--- src/rtl/life_vga_render.sv ---
// ============================================================================
// life_vga_render
// ----------------------------------------------------------------------------
// VGA display stage for the 16x16 Game of Life board. It produces a
// 640x480 @ 60 Hz raster and draws each cell as a 16x16 pixel square. The
// board sits at (X0, Y0), which is centred on screen by default.
//
// The map and the cursor position are snapshotted once per frame, on the last
// pixel of the last line. Changes to the inputs during a frame therefore
// never produce a mixed image.
//
// Optional feature macro: LIFE_VGA_GRID_EN
//   defined     -> the top row and left column of every cell are drawn as a
//                  dark grid line (8'h24). The cursor outline still takes
//                  priority over the grid.
//   not defined -> no grid, and live cells are solid green blocks.
//
// Parameters:
//   CLK_DIV  system clocks per pixel (>= 2); 100 MHz / 4 = 25 MHz pixel rate
//   X0, Y0   first board pixel column / row
//
// Ports:
//   clk          in   system clock
//   rst_n        in   asynchronous active-low reset
//   map          in   256 cell states, cell (x,y) = map[y*16+x], 1 = alive
//   cursor_x     in   cursor column 0..15
//   cursor_y     in   cursor row 0..15
//   hsync        out  horizontal sync, active low
//   vsync        out  vertical sync, active low
//   rgb          out  pixel colour RRRGGGBB
//   frame_start  out  one-clk pulse in the cycle after the snapshot loads
//
// Outputs are registered on the pixel enable from the current (h, v). They
// lag the counters by one pixel period and hold between pixel enables.
// ============================================================================
module life_vga_render #(
    parameter int CLK_DIV = 4,
    parameter int X0      = 192,
    parameter int Y0      = 112
) (
    input  logic         clk,
    input  logic         rst_n,
    input  logic [255:0] map,
    input  logic [3:0]   cursor_x,
    input  logic [3:0]   cursor_y,
    output logic         hsync,
    output logic         vsync,
    output logic [7:0]   rgb,
    output logic         frame_start
);

    localparam int DIV_W = $clog2(CLK_DIV);

    logic [DIV_W-1:0] div;
    logic             pix_en;
    logic [9:0]       h;
    logic [9:0]       v;
    logic             h_last;
    logic             v_last;
    logic             snap_en;
    logic [255:0]     snap;
    logic [3:0]       cur_x;
    logic [3:0]       cur_y;

    assign pix_en  = (div == DIV_W'(CLK_DIV - 1));
    assign h_last  = (h == 10'd799);
    assign v_last  = (v == 10'd524);
    assign snap_en = pix_en && h_last && v_last;

    // ------------------------------------------------------------------
    // Pixel clock divider
    // ------------------------------------------------------------------
    always_ff @(posedge clk or negedge rst_n) begin
        if (!rst_n) begin
            div <= '0;
        end else if (pix_en) begin
            div <= '0;
        end else begin
            div <= div + DIV_W'(1);
        end
    end

    // ------------------------------------------------------------------
    // Raster counters: h 0..799, v 0..524
    // ------------------------------------------------------------------
    always_ff @(posedge clk or negedge rst_n) begin
        if (!rst_n) begin
            h <= '0;
            v <= '0;
        end else if (pix_en) begin
            if (h_last) begin
                h <= '0;
                v <= v_last ? 10'd0 : v + 10'd1;
            end else begin
                h <= h + 10'd1;
            end
        end
    end

    // ------------------------------------------------------------------
    // Per-frame snapshot of the map and cursor, taken on the final pixel
    // of the frame so that the whole next frame sees one consistent board.
    // ------------------------------------------------------------------
    always_ff @(posedge clk or negedge rst_n) begin
        if (!rst_n) begin
            snap  <= '0;
            cur_x <= '0;
            cur_y <= '0;
        end else if (snap_en) begin
            snap  <= map;
            cur_x <= cursor_x;
            cur_y <= cursor_y;
        end
    end

    // ------------------------------------------------------------------
    // Pixel colour for the current (h, v)
    // ------------------------------------------------------------------
    logic [9:0] bx;
    logic [9:0] by;
    logic [3:0] col;
    logic [3:0] row;
    logic [3:0] ox;
    logic [3:0] oy;
    logic       visible;
    logic       in_board;
    logic       on_cursor;
    logic       cursor_edge;
    logic       cell_alive;
    logic [7:0] pix_colour;

    // Left of / above the board the subtraction wraps to a large value,
    // so a single unsigned compare covers both sides of the board.
    assign bx          = h - 10'(X0);
    assign by          = v - 10'(Y0);
    assign col         = bx[7:4];
    assign row         = by[7:4];
    assign ox          = bx[3:0];
    assign oy          = by[3:0];
    assign visible     = (h < 10'd640) && (v < 10'd480);
    assign in_board    = (bx < 10'd256) && (by < 10'd256);
    assign on_cursor   = (col == cur_x) && (row == cur_y);
    assign cursor_edge = (ox == 4'd0) || (ox == 4'd15) ||
                         (oy == 4'd0) || (oy == 4'd15);
    // {row, col} is row*16+col without a multiplier
    assign cell_alive  = snap[{row, col}];

    always_comb begin
        pix_colour = 8'h00;
        if (!visible) begin
            pix_colour = 8'h00;
        end else if (!in_board) begin
            pix_colour = 8'h49;
        end else if (on_cursor && cursor_edge) begin
            pix_colour = 8'hE0;
`ifdef LIFE_VGA_GRID_EN
        end else if ((ox == 4'd0) || (oy == 4'd0)) begin
            pix_colour = 8'h24;
`endif
        end else if (cell_alive) begin
            pix_colour = 8'h1C;
        end else begin
            pix_colour = 8'h00;
        end
    end

    // ------------------------------------------------------------------
    // Registered outputs. Sync and colour come from the same (h, v), so
    // they stay aligned. frame_start is updated every clk, which makes it
    // exactly one clk wide.
    // ------------------------------------------------------------------
    always_ff @(posedge clk or negedge rst_n) begin
        if (!rst_n) begin
            hsync       <= 1'b1;
            vsync       <= 1'b1;
            rgb         <= 8'h00;
            frame_start <= 1'b0;
        end else begin
            frame_start <= snap_en;
            if (pix_en) begin
                hsync <= !((h >= 10'd656) && (h <= 10'd751));
                vsync <= !((v >= 10'd490) && (v <= 10'd491));
                rgb   <= pix_colour;
            end
        end
    end

endmodule
--- config.mk ---
export PLATFORM = sky130hd
export DESIGN_NAME = life_vga_render
export DESIGN_NICKNAME = d
export VERILOG_FILES = /design/src/rtl/life_vga_render.sv
export SDC_FILE = /design/constraint.sdc
export NUM_CORES = 1
export LEC_CHECK = 0
export ABC_AREA = 1
export BUFFER_PORTS_ARGS = -buffer_cell sky130_fd_sc_hd__buf_2
export CAP_MARGIN = 20
export CORE_MARGIN = 2
export CORE_UTILIZATION = 50
export DETAILED_ROUTE_END_ITERATION = 8
export PLACE_DENSITY = 0.7
export SLEW_MARGIN = 20
export SYNTH_ARGS = -nofsm -noshare
export SYNTH_HDL_FRONTEND = slang
export SYNTH_SLANG_ARGS = --single-unit
--- constraint.sdc ---
create_clock -name clk -period 2.95 [get_ports clk]
set_input_delay 0.1475 -clock clk [delete_from_list [all_inputs] [get_ports clk]]
set_output_delay 0.1475 -clock clk [all_outputs]
set_load 0.005 [all_outputs]
==> flow_results.xml <==
<?xml version="1.0" encoding="UTF-8"?>
<metrics>
  <group name="routing">
    <metric name="via_count" unit="">14523</metric>
    <metric name="drc" unit="">0</metric>
    <metric name="drt_first_pass_iters" unit="">5</metric>
    <metric name="post_drt_via_cell_ratio" unit="">5.20</metric>
    <metric name="1st_iter_drt_viols" unit="">1440</metric>
    <metric name="ant_nets" unit="">0</metric>
    <metric name="wire_per_inst" unit="µm">17.2</metric>
    <metric name="route.final.wire_length" unit="mm">48.2</metric>
  </group>
  <group name="yosys">
    <metric name="synthesis.instances" unit="">1885</metric>
    <metric name="syn_avg_cell_area" unit="µm²">7.64</metric>
    <metric name="synth-seq-cells" unit="">294</metric>
    <metric name="ys.warnings.count" unit="">0</metric>
    <metric name="syn_area" unit="µm²">14400</metric>
    <metric name="synth_seq_area_share" unit="%">51.1</metric>
    <metric name="synth_cell_types" unit="">38</metric>
    <metric name="syn_nets" unit="">2162</metric>
  </group>
  <group name="clocking">
    <metric name="ctsHoldBuffers" unit="">265</metric>
    <metric name="insertion_delay" unit="ps">560</metric>
    <metric name="cts_resized" unit="">0</metric>
    <metric name="cts_sinks" unit="">294</metric>
    <metric name="cts_inserted_buffers" unit="">31</metric>
    <metric name="cts_tree" unit="">done</metric>
    <metric name="buffers_inserted_during_post_cts_setup_optimization" unit="">0</metric>
    <metric name="cts.htree.levels" unit="">1</metric>
    <metric name="ctsLongestPathBuffers" unit="">3</metric>
    <metric name="clk_pin_slew" unit="ps">60</metric>
    <metric name="cts_root_buf" unit="">sky130_fd_sc_hd__clkbuf_16</metric>
  </group>
  <group name="run">
    <metric name="max_cap_viol_count" unit="">0</metric>
  </group>
  <group name="place">
    <metric name="dpl_cells" unit="">2471</metric>
    <metric name="dp.final_hpwl" unit="mm">28.0</metric>
    <metric name="placement_setup_slack" unit="ps">503</metric>
    <metric name="place.port_buffers" unit="">275</metric>
    <metric name="place_congestion" unit="">0.941</metric>
  </group>
  <group name="timing">
    <metric name="grt_setup_unrepaired" unit="">false</metric>
    <metric name="skew" unit="ps">12.3</metric>
    <metric name="timing.final.hold_violations" unit="">0</metric>
    <metric name="setup_viol" unit="">0</metric>
    <metric name="max_clock_freq" unit="GHz">0.399</metric>
    <metric name="layout_worst_path_cycle_share" unit="%">85.0</metric>
    <metric name="setup_tns" unit="ps">0</metric>
    <metric name="max_slew.worst_pin.slew" unit="ps">711</metric>
    <metric name="timing.slew.headroom" unit="%">52.5</metric>
    <metric name="post-route-min-period" unit="ps">2510</metric>
    <metric name="setup_ws" unit="ps">444</metric>
    <metric name="timing.final.max_slew_violations" unit="">0</metric>
  </group>
  <group name="grt">
    <metric name="met3_usage" unit="%">4.71</metric>
    <metric name="global_routing_s_busiest_layer" unit="">met2</metric>
    <metric name="wire_length_of_the_first_global_routing_pass" unit="mm">76.3</metric>
    <metric name="globalRouteMet1Util" unit="%">41.4</metric>
    <metric name="antenna_found_initial" unit="">2</metric>
    <metric name="grt_max_degree" unit="">139</metric>
    <metric name="grt_remaining_overflow" unit="">0</metric>
    <metric name="globalRouteMet2Util" unit="%">52.8</metric>
    <metric name="first_global_vias" unit="">14619</metric>
    <metric name="overall_fraction_of_global_route_tracks_in_use" unit="%">31.6</metric>
  </group>
  <group name="layout">
    <metric name="commonest_cells_after_routing_fill_and_taps_aside" unit="">755 x sky130_fd_sc_hd__nand2_1, 289 x sky130_fd_sc_hd__dfrtp_1, 274 x sky130_fd_sc_hd__buf_2</metric>
    <metric name="final_util" unit="%">68.9</metric>
    <metric name="syn_to_final_growth" unit="%">36.4</metric>
    <metric name="drive_gt1_share" unit="%">15.9</metric>
    <metric name="mostFrequentLayoutCell" unit="">sky130_fd_sc_hd__nand2_1</metric>
    <metric name="instances_no_fill" unit="">2794</metric>
    <metric name="fillerInstances" unit="">2224</metric>
    <metric name="nets_finish" unit="">2662</metric>
  </group>
  <group name="floorplanning">
    <metric name="die_x" unit="µm">174</metric>
    <metric name="ios" unit="">277</metric>
    <metric name="initial_core_util" unit="%">50.5</metric>
    <metric name="placeable_core_region" unit="µm²">28500</metric>
    <metric name="rows" unit="">62</metric>
    <metric name="die_h" unit="µm">174</metric>
    <metric name="die_area" unit="µm²">30200</metric>
  </group>
  <group name="critical_path">
    <metric name="critPathSlowestCell" unit="">sky130_fd_sc_hd__ha_1</metric>
    <metric name="arrival" unit="ps">2940</metric>
    <metric name="cpPeakStageDelay" unit="ps">390</metric>
    <metric name="criticalPathCategory" unit="">flip-flop to flip-flop</metric>
    <metric name="launching_point_of_the_worst_reg2reg_path" unit="">div[0]$_DFF_PN0_</metric>
    <metric name="buf_inv_on_cp" unit="">2</metric>
    <metric name="cp_max_fo" unit="">118</metric>
    <metric name="cp-start-kind" unit="">flip-flop</metric>
    <metric name="critPathRequiredTime" unit="ps">3390</metric>
    <metric name="setup.worst_path.start" unit="">div[0]$_DFF_PN0_</metric>
    <metric name="path_delay_family" unit="">simple AND/OR/NAND/NOR gates</metric>
    <metric name="crit_path_end_kind" unit="">flip-flop</metric>
    <metric name="path_cells" unit="">ha_1 &gt; inv_2 &gt; nor3_2 &gt; nand3_2 &gt; nor2_4 &gt; buf_12 &gt; nand2_1 &gt; o21ai_1</metric>
  </group>
  <group name="status">
    <metric name="outcome" unit="">finished, final reports clean</metric>
  </group>
  <group name="power">
    <metric name="pwr_density_cell" unit="nW/µm²">446</metric>
    <metric name="power.ir.vdd_worst" unit="mV">0.382</metric>
    <metric name="total_leakage_power" unit="nW">9.66</metric>
  </group>
  <group name="min_path">
    <metric name="min_path_type" unit="">input pin to asynchronous set/reset pin</metric>
  </group>
</metrics>
-- layout make-up --
type	count	area [µm²]	area share, %
sequential	294	7370	37.5
multi-input combinational	1311	5690	29.0
timing repair buffer	573	4370	22.2
clock buffer	42	877	4.46
inverter	174	661	3.36
tap	384	480	2.44
clock inverter	14	203	1.03
antenna	2	5.00	0.0255
-- report_power, final --
part,switching (mW),internal (mW)
registers,0,4.03
clock network,1.66,2.51
logic,0.216,0.360
total,1.88,6.90
-- cell families (layout without fill, tap and decap cells) --
family                     after synthesis  after routing  share of synthesized area (%)
DFF                                    294            294                           51.1
AOI/OAI and AO/OA                      237            237                           8.41
adders and majority gates               11             11                          0.955
and+or+nand+nor                       1050           1050                           29.4
other                                    1              3                         0.0260
buffers and inverters                  280            803                           9.42
xor gates and xnor gates                12             12                          0.729
-- sequential cells by signal, indices dropped and copies added, names as in the netlist --
name         cells
frame_start      1
cur_x            4
vsync            1
div              2
v               10
h               10
rgb              5
hsync            1
cur_y            4
snap           256
-- worst paths after layout --
| kind | endpoint | slack [ps] | cells after the start |
|---|---|---|---|
| setup reg to reg | snap[220]$_DFFE_PN0P_ | 440 | 8 |
| hold reg to reg | div[0]$_DFF_PN0_ | 440 | 1 |
| setup / recovery | snap[220]$_DFFE_PN0P_ | 440 | 8 |
| hold / removal | snap[236]$_DFFE_PN0P_ | 160 | 2 |
| max in group asynchronous | snap[124]$_DFFE_PN0P_ | 1730 | 3 |
| min in group clk | snap[131]$_DFFE_PN0P_ | 320 | 4 |
-- Yosys cell counts, drive strengths merged --
library cell | instances | share of area, %
nand2 | 759 | 20
dfrtp | 292 | 51
o21ai | 183 | 6.4
inv | 172 | 4.5
nand3 | 133 | 4.7
nor2 | 122 | 3.3
buf | 88 | 4.4
a21oi | 46 | 1.6
clkbuf | 18 | 0.47
nor3 | 16 | 0.66
nand4 | 12 | 0.52
ha | 11 | 0.96
xor2 | 10 | 0.61
nor4 | 5 | 0.26
a211oi | 2 | 0.10
clkinv | 2 | 0.052
dfstp | 2 | 0.36
o2111ai | 2 | 0.12
or2 | 2 | 0.087
xnor2 | 2 | 0.12
a2111oi | 1 | 0.061
a41oi | 1 | 0.061
conb | 1 | 0.026
nor3b | 1 | 0.052
o22a | 1 | 0.061
o31ai | 1 | 0.052
-- metrics by stage --
stage	instance area (µm²)	total power, mW	hold slack [ps]
floorplan	14400	4.11	-148
global placement	15900	4.39	180
detailed placement	15900	4.38	175
CTS	19700	8.74	205
global route	19700	9.01	238
finish	19700	8.78	155
-- layer usage --
metal / vias up / routed length (µm) / share of wire, %
met4: 0 / 2150 / 4.5
li1: 6888 / - / -
met3: 157 / 3180 / 6.6
met1: 6830 / 19900 / 41
met2: 648 / 22900 / 48
met5: - / 0 / 0
(Power assumes the default switching activity.)
